## src/rtl/data_ext_pipe.sv

```systemverilog
// data_ext_pipe -- load-data extension stage with a two-entry output buffer.
//
// Selects a byte or halfword lane from a raw memory word using the byte
// offset, then zero- or sign-extends it to DATA_W. Words can also pass
// through unchanged. The extended result is registered, so an empty pipe
// produces it one cycle after the input is accepted. A skid register absorbs
// one extra beat, which lets in_ready come straight from a flop.
//
// Optional feature: define DATA_EXT_ALIGN_CHK_EN to add the out_misalign port.
// The flag travels through the pipe alongside its data.
//
// Ports:
//   clk, reset       rising-edge clock, asynchronous active-high reset
//   flush            synchronous discard of all held entries (dominates)
//   in_valid/ready   input handshake; in_ready is registered
//   in_data          raw memory word
//   in_off           byte offset within the word
//   in_op            000 word, 001 byte zext, 010 byte sext, 011 half zext,
//                    100 half sext, 101-111 word
//   out_valid/ready  output handshake
//   out_data         extended result
//   out_misalign     alignment fault flag (only with DATA_EXT_ALIGN_CHK_EN)
module data_ext_pipe #(
  parameter  int DATA_W = 32,
  localparam int OFF_W  = $clog2(DATA_W / 8)
) (
  input  logic              clk,
  input  logic              reset,
  input  logic              flush,
  input  logic              in_valid,
  output logic              in_ready,
  input  logic [DATA_W-1:0] in_data,
  input  logic [OFF_W-1:0]  in_off,
  input  logic [2:0]        in_op,
  output logic              out_valid,
  input  logic              out_ready,
`ifdef DATA_EXT_ALIGN_CHK_EN
  output logic              out_misalign,
`endif
  output logic [DATA_W-1:0] out_data
);

  // Each entry holds the data, plus the misalign flag when checking is on.
`ifdef DATA_EXT_ALIGN_CHK_EN
  localparam int PAY_W = DATA_W + 1;
`else
  localparam int PAY_W = DATA_W;
`endif

  typedef enum logic [1:0] {EMPTY, ONE, FULL} state_t;

  state_t            state_q, state_d;
  logic              in_ready_q, in_ready_d;
  logic [PAY_W-1:0]  out_q, out_d;
  logic [PAY_W-1:0]  skid_q, skid_d;

  logic [DATA_W-1:0] sh_b, sh_h, ext_data;
  logic [PAY_W-1:0]  in_pay;
  logic              in_fire, out_fire;

  // Shifting the chosen lane down to bit 0 selects it. The half lane ignores
  // in_off[0], so it always starts at an even byte.
  assign sh_b = in_data >> {in_off, 3'b000};
  assign sh_h = in_data >> {in_off[OFF_W-1:1], 4'b0000};

  always_comb begin
    ext_data = in_data;
    case (in_op)
      3'b001:  ext_data = {{(DATA_W-8){1'b0}},       sh_b[7:0]};
      3'b010:  ext_data = {{(DATA_W-8){sh_b[7]}},    sh_b[7:0]};
      3'b011:  ext_data = {{(DATA_W-16){1'b0}},      sh_h[15:0]};
      3'b100:  ext_data = {{(DATA_W-16){sh_h[15]}},  sh_h[15:0]};
      default: ext_data = in_data;
    endcase
  end

`ifdef DATA_EXT_ALIGN_CHK_EN
  logic mis_in;
  always_comb begin
    mis_in = 1'b0;
    case (in_op)
      3'b001, 3'b010: mis_in = 1'b0;
      3'b011, 3'b100: mis_in = in_off[0];
      default:        mis_in = (in_off != '0);
    endcase
  end
  assign in_pay = {mis_in, ext_data};
`else
  assign in_pay = ext_data;
`endif

  assign in_fire  = in_valid && in_ready_q;
  assign out_fire = out_valid && out_ready;

  always_comb begin
    state_d = state_q;
    out_d   = out_q;
    skid_d  = skid_q;
    if (flush) begin
      state_d = EMPTY;
    end else begin
      case (state_q)
        EMPTY: if (in_fire) begin
          out_d   = in_pay;
          state_d = ONE;
        end
        ONE: begin
          if (in_fire && out_fire) begin
            out_d = in_pay;
          end else if (in_fire) begin
            skid_d  = in_pay;
            state_d = FULL;
          end else if (out_fire) begin
            state_d = EMPTY;
          end
        end
        // in_ready is low here, so no input can arrive; just drain the skid.
        FULL: if (out_fire) begin
          out_d   = skid_q;
          state_d = ONE;
        end
        default: state_d = EMPTY;
      endcase
    end
    in_ready_d = (state_d != FULL);
  end

  always_ff @(posedge clk or posedge reset) begin
    if (reset) begin
      state_q    <= EMPTY;
      in_ready_q <= 1'b1;
      out_q      <= '0;
      skid_q     <= '0;
    end else begin
      state_q    <= state_d;
      in_ready_q <= in_ready_d;
      out_q      <= out_d;
      skid_q     <= skid_d;
    end
  end

  assign in_ready  = in_ready_q;
  assign out_valid = (state_q == ONE) || (state_q == FULL);
  assign out_data  = out_q[DATA_W-1:0];
`ifdef DATA_EXT_ALIGN_CHK_EN
  assign out_misalign = out_q[DATA_W];
`endif

endmodule

```

## config.mk

```make
export PLATFORM = sky130hd
export DESIGN_NAME = data_ext_pipe
export DESIGN_NICKNAME = d
export VERILOG_FILES = /design/src/rtl/data_ext_pipe.sv
export SDC_FILE = /design/constraint.sdc
export NUM_CORES = 1
export LEC_CHECK = 0
export ABC_AREA = 1
export CORE_MARGIN = 2
export CORE_UTILIZATION = 57
export DETAILED_ROUTE_END_ITERATION = 10
export GPL_ROUTABILITY_DRIVEN = 1
export PLACE_DENSITY = 0.86
export SLEW_MARGIN = 15
export SYNTH_ARGS = -nofsm -noshare
export SYNTH_HDL_FRONTEND = slang
export SYNTH_SLANG_ARGS = --single-unit
```

## constraint.sdc

```tcl
create_clock -name clk -period 3.95 [get_ports clk]
set_input_delay 0.395 -clock clk [delete_from_list [all_inputs] [get_ports clk]]
set_output_delay 0.395 -clock clk [all_outputs]
set_load 0.02 [all_outputs]
```

==> summary.txt <==
Power and ir drop
  – Switching Fraction: 37.0%
  – Worst vdd ir: 379 uV
  – Internal: 0.00176 W
  – Flop pwr share: 40.0%
  – Pwr dens: 553 mW/mm2
  – Clock network power share: 21.5%
  – Comb power frac: 38.5%
  – Leakage power: 2.82 nW
  – Switching power: between 0.001 and 0.0015 W

Detailed routing
  – DR pass1 iterations: 7
  – Wirelength per Cell: 14.1 um
  – Initial drt markers: 310
  – Post-DR vias/cell: roughly 5.4
  – Antenna Nets Post-Route: 0
  – Vias post-DR: 4253
  – Final wirelength: around 11000 um
  – # DRC: 0

Floorplan
  – Die area: 0.00786 mm2
  – # rows: 30
  – Core area: 0.00687 mm2
  – I/O pins: 76
  – Die span in y: 88.6 um
  – Die span in x: 88.6 um
  – Starting Density: about 59%

Synthesis
  – Ys Warns: 0
  – Synth cell count leaders: nand2_1 (295), dfrtp_1 (66), inv_1 (56), nor2_1 (44), nand3_1 (43)
  – Post-synth top flop: dfrtp_1
  – Post-synthesis cell type count: 26
  – Post-Syn Nets: 673
  – Synth area leaders: dfrtp_1 (40%), nand2_1 (27%), nand3_1 (5.3%)
  – Register area share after synthesis: 41.1%
  – Most common cell in the netlist: nand2_1
  – #FFs+latches synth: 67
  – Synth Instances: 627
  – Synth top area share: between 40% and 50%
  – EDFF count, synth: 0
  – Fraction of registers with async set/reset: 100%
  – Syn Std Cell Area: just over 0.004 mm2
  – Cell taking the most area after synthesis: dfrtp_1
  – Mapped Avg Cell Area: about 6.5 um2

Cells and area
  – Non-filler cells, final: 789
  – Area grow syn2layout: 23.8%
  – Fillers: 579
  – Final core occ: 73.6%
  – Nets: 734
  – Layout cells sized above 1: 5.19%
  – Ant diodes: 0

Worst setup path
  – Crit-path max cell delay: 0.75 ns
  – Crit path launch type: input port
  – Crit path capture type: register
  – CP most frequent cell: nand2_1
  – Setup slack, reg-to-reg: around 1.4 ns
  – Worst endpoint required time: 4.20 ns
  – Top delay family on crit path: buffers and inverters
  – Worst path bufs/invs: 3
  – Crit Path Class: input port to register
  – Slowest library cell on the worst path: clkdlybuf4s50_1
  – Critical-path maximum fanout: 33
  – Crit path DAT: 2.87 ns
  – Worst path cell trace: clkdlybuf4s50_1 > inv_2 > nor2_1 > o21ai_2 > nand3b_2 > nand2_1 > inv_2 > nand2_1 > nand2_1 > nand2_1

Timing
  – Max-slew violation count: 0
  – Sum Neg Setup Slack: 0 ns
  – Relative slew slack: around half
  – Hold Vio Cnt, Final: 0
  – Final Critical Period: about 2.6 ns
  – Fmax: 0.382 GHz
  – Final Skew: 0.0101 ns
  – Period utilisation layout: between 60% and 70%
  – Endpoints failing setup: 0
  – Final WS setup: 1.33 ns
  – Worst slew pin tran: 0.723 ns
  – RSZ-0062 raised after global routing: false

Hold path
  – Min-delay worst type: input port to asynchronous set/reset pin

Global route
  – Largest net degree at the start of global routing: 47
  – Vias in the first global route: 3828
  – GRT Overall Usage: ~29%
  – Initial antenna violation count: 0
  – Global-route wire length before repair: about 18000 um
  – Total congestion overflow: 0

Clock tree
  – CTS resizes: 0
  – TritonCTS buffer count: 9
  – H-tree lvl count: 3
  – Hold buffer count at cts: 0
  – Setup Buffers After CTS: 0
  – Clock sinks: 67
  – CTS tree: built
  – Root Buffer: clkbuf_8
  – Deepest clock path buffer count: 2
  – Clk slew on worst S/H paths: 0.07 ns
  – Clock latency on the worst-skew pair: 0.36 ns

Outcome
  – Status: completed

Flow run
  – Max Cap Violations: 0

Place
  – Number of port buffers: 75
  – Placed Cells: 773
  – Detailed-placement wirelength estimate: 7830 um
  – Post-place setup slack: between 0.9 and 1 ns
  – Gpl congestion: 0.902
-- flip-flops by register name, indices dropped and copies added, names as in the netlist --
signal    cells
out_data     32
skid_q       32
state_q       2
in_ready      1
-- final timing paths --
path / start / to / depth (start not counted)
min in group clk: out_data[31] / out_data[31] / 2
max reg2reg: state_q[0] / skid_q[12] / 9
max in group asynchronous: reset / skid_q[28] / 3
min reg2reg: out_data[31] / out_data[31] / 2
max: in_off[1] / skid_q[29] / 10
min: reset / skid_q[14] / 2
-- cell families after synthesis --
group           share of synthesized area, %
compound gates                          6.10
fa+ha+maj                               1.23
buf+inv                                 9.84
flops                                   41.1
simple gates                            41.7
-- per-stage QoR --
| stage | hold WS (ns) | power [W] | cell area, um2 |
|---|---|---|---|
| after floorplan | 0.449 | 0.00175 | 4080 |
| after global placement | 0.462 | 0.00215 | 4850 |
| after detailed placement | 0.465 | 0.00219 | 4850 |
| after CTS | 0.482 | 0.00280 | 5050 |
| after global routing | 0.499 | 0.00296 | 5050 |
| final | 0.455 | 0.00280 | 5050 |
-- per-layer routing --
| layer | vias to the layer above | wire [um] | global-route usage [%] |
|---|---|---|---|
| met3 | 27 | 756 | 5.50 |
| met2 | 192 | 5270 | 47.0 |
| met4 | 0 | 251 | 12.5 |
| met5 | - | 0 | 0 |
| li1 | 2074 | - | - |
| met1 | 1960 | 4850 | 39.4 |
-- layout make-up --
cell class | instances | area (um2) | area share [%]
tap | 96 | 120 | 2.38
inverter | 59 | 221 | 4.38
multi-input combinational | 466 | 2000 | 39.6
clock inverter | 4 | 48.8 | 0.966
sequential | 67 | 1680 | 33.2
clock buffer | 12 | 155 | 3.07
timing repair buffer | 85 | 826 | 16.3
-- power by group through the flow --
stage	clock network [W]	logic, W	registers, W
final	0.000602	0.00108	0.00112
after CTS	0.000606	0.00108	0.00111
after floorplan	0	0.000483	0.00126
after global placement	0	0.00104	0.00111
after global routing	0.000632	0.00118	0.00115
after detailed placement	0	0.00107	0.00112
-- layout by cell type (no fill, tap or decap), types with 2 or more instances in the layout --
| cell | instances |
|---|---|
| a21oi_1 | 17 |
| buf_4 | 10 |
| clkbuf_8 | 11 |
| clkdlybuf4s50_1 | 75 |
| clkinv_2 | 2 |
| dfrtp_1 | 66 |
| ha_1 | 4 |
| inv_1 | 55 |
| inv_2 | 3 |
| nand2_1 | 295 |
| nand2_2 | 2 |
| nand3_1 | 43 |
| nand4_1 | 26 |
| nor2_1 | 44 |
| o21ai_0 | 28 |
No activity file was read; power rests on OpenSTA's default activity.
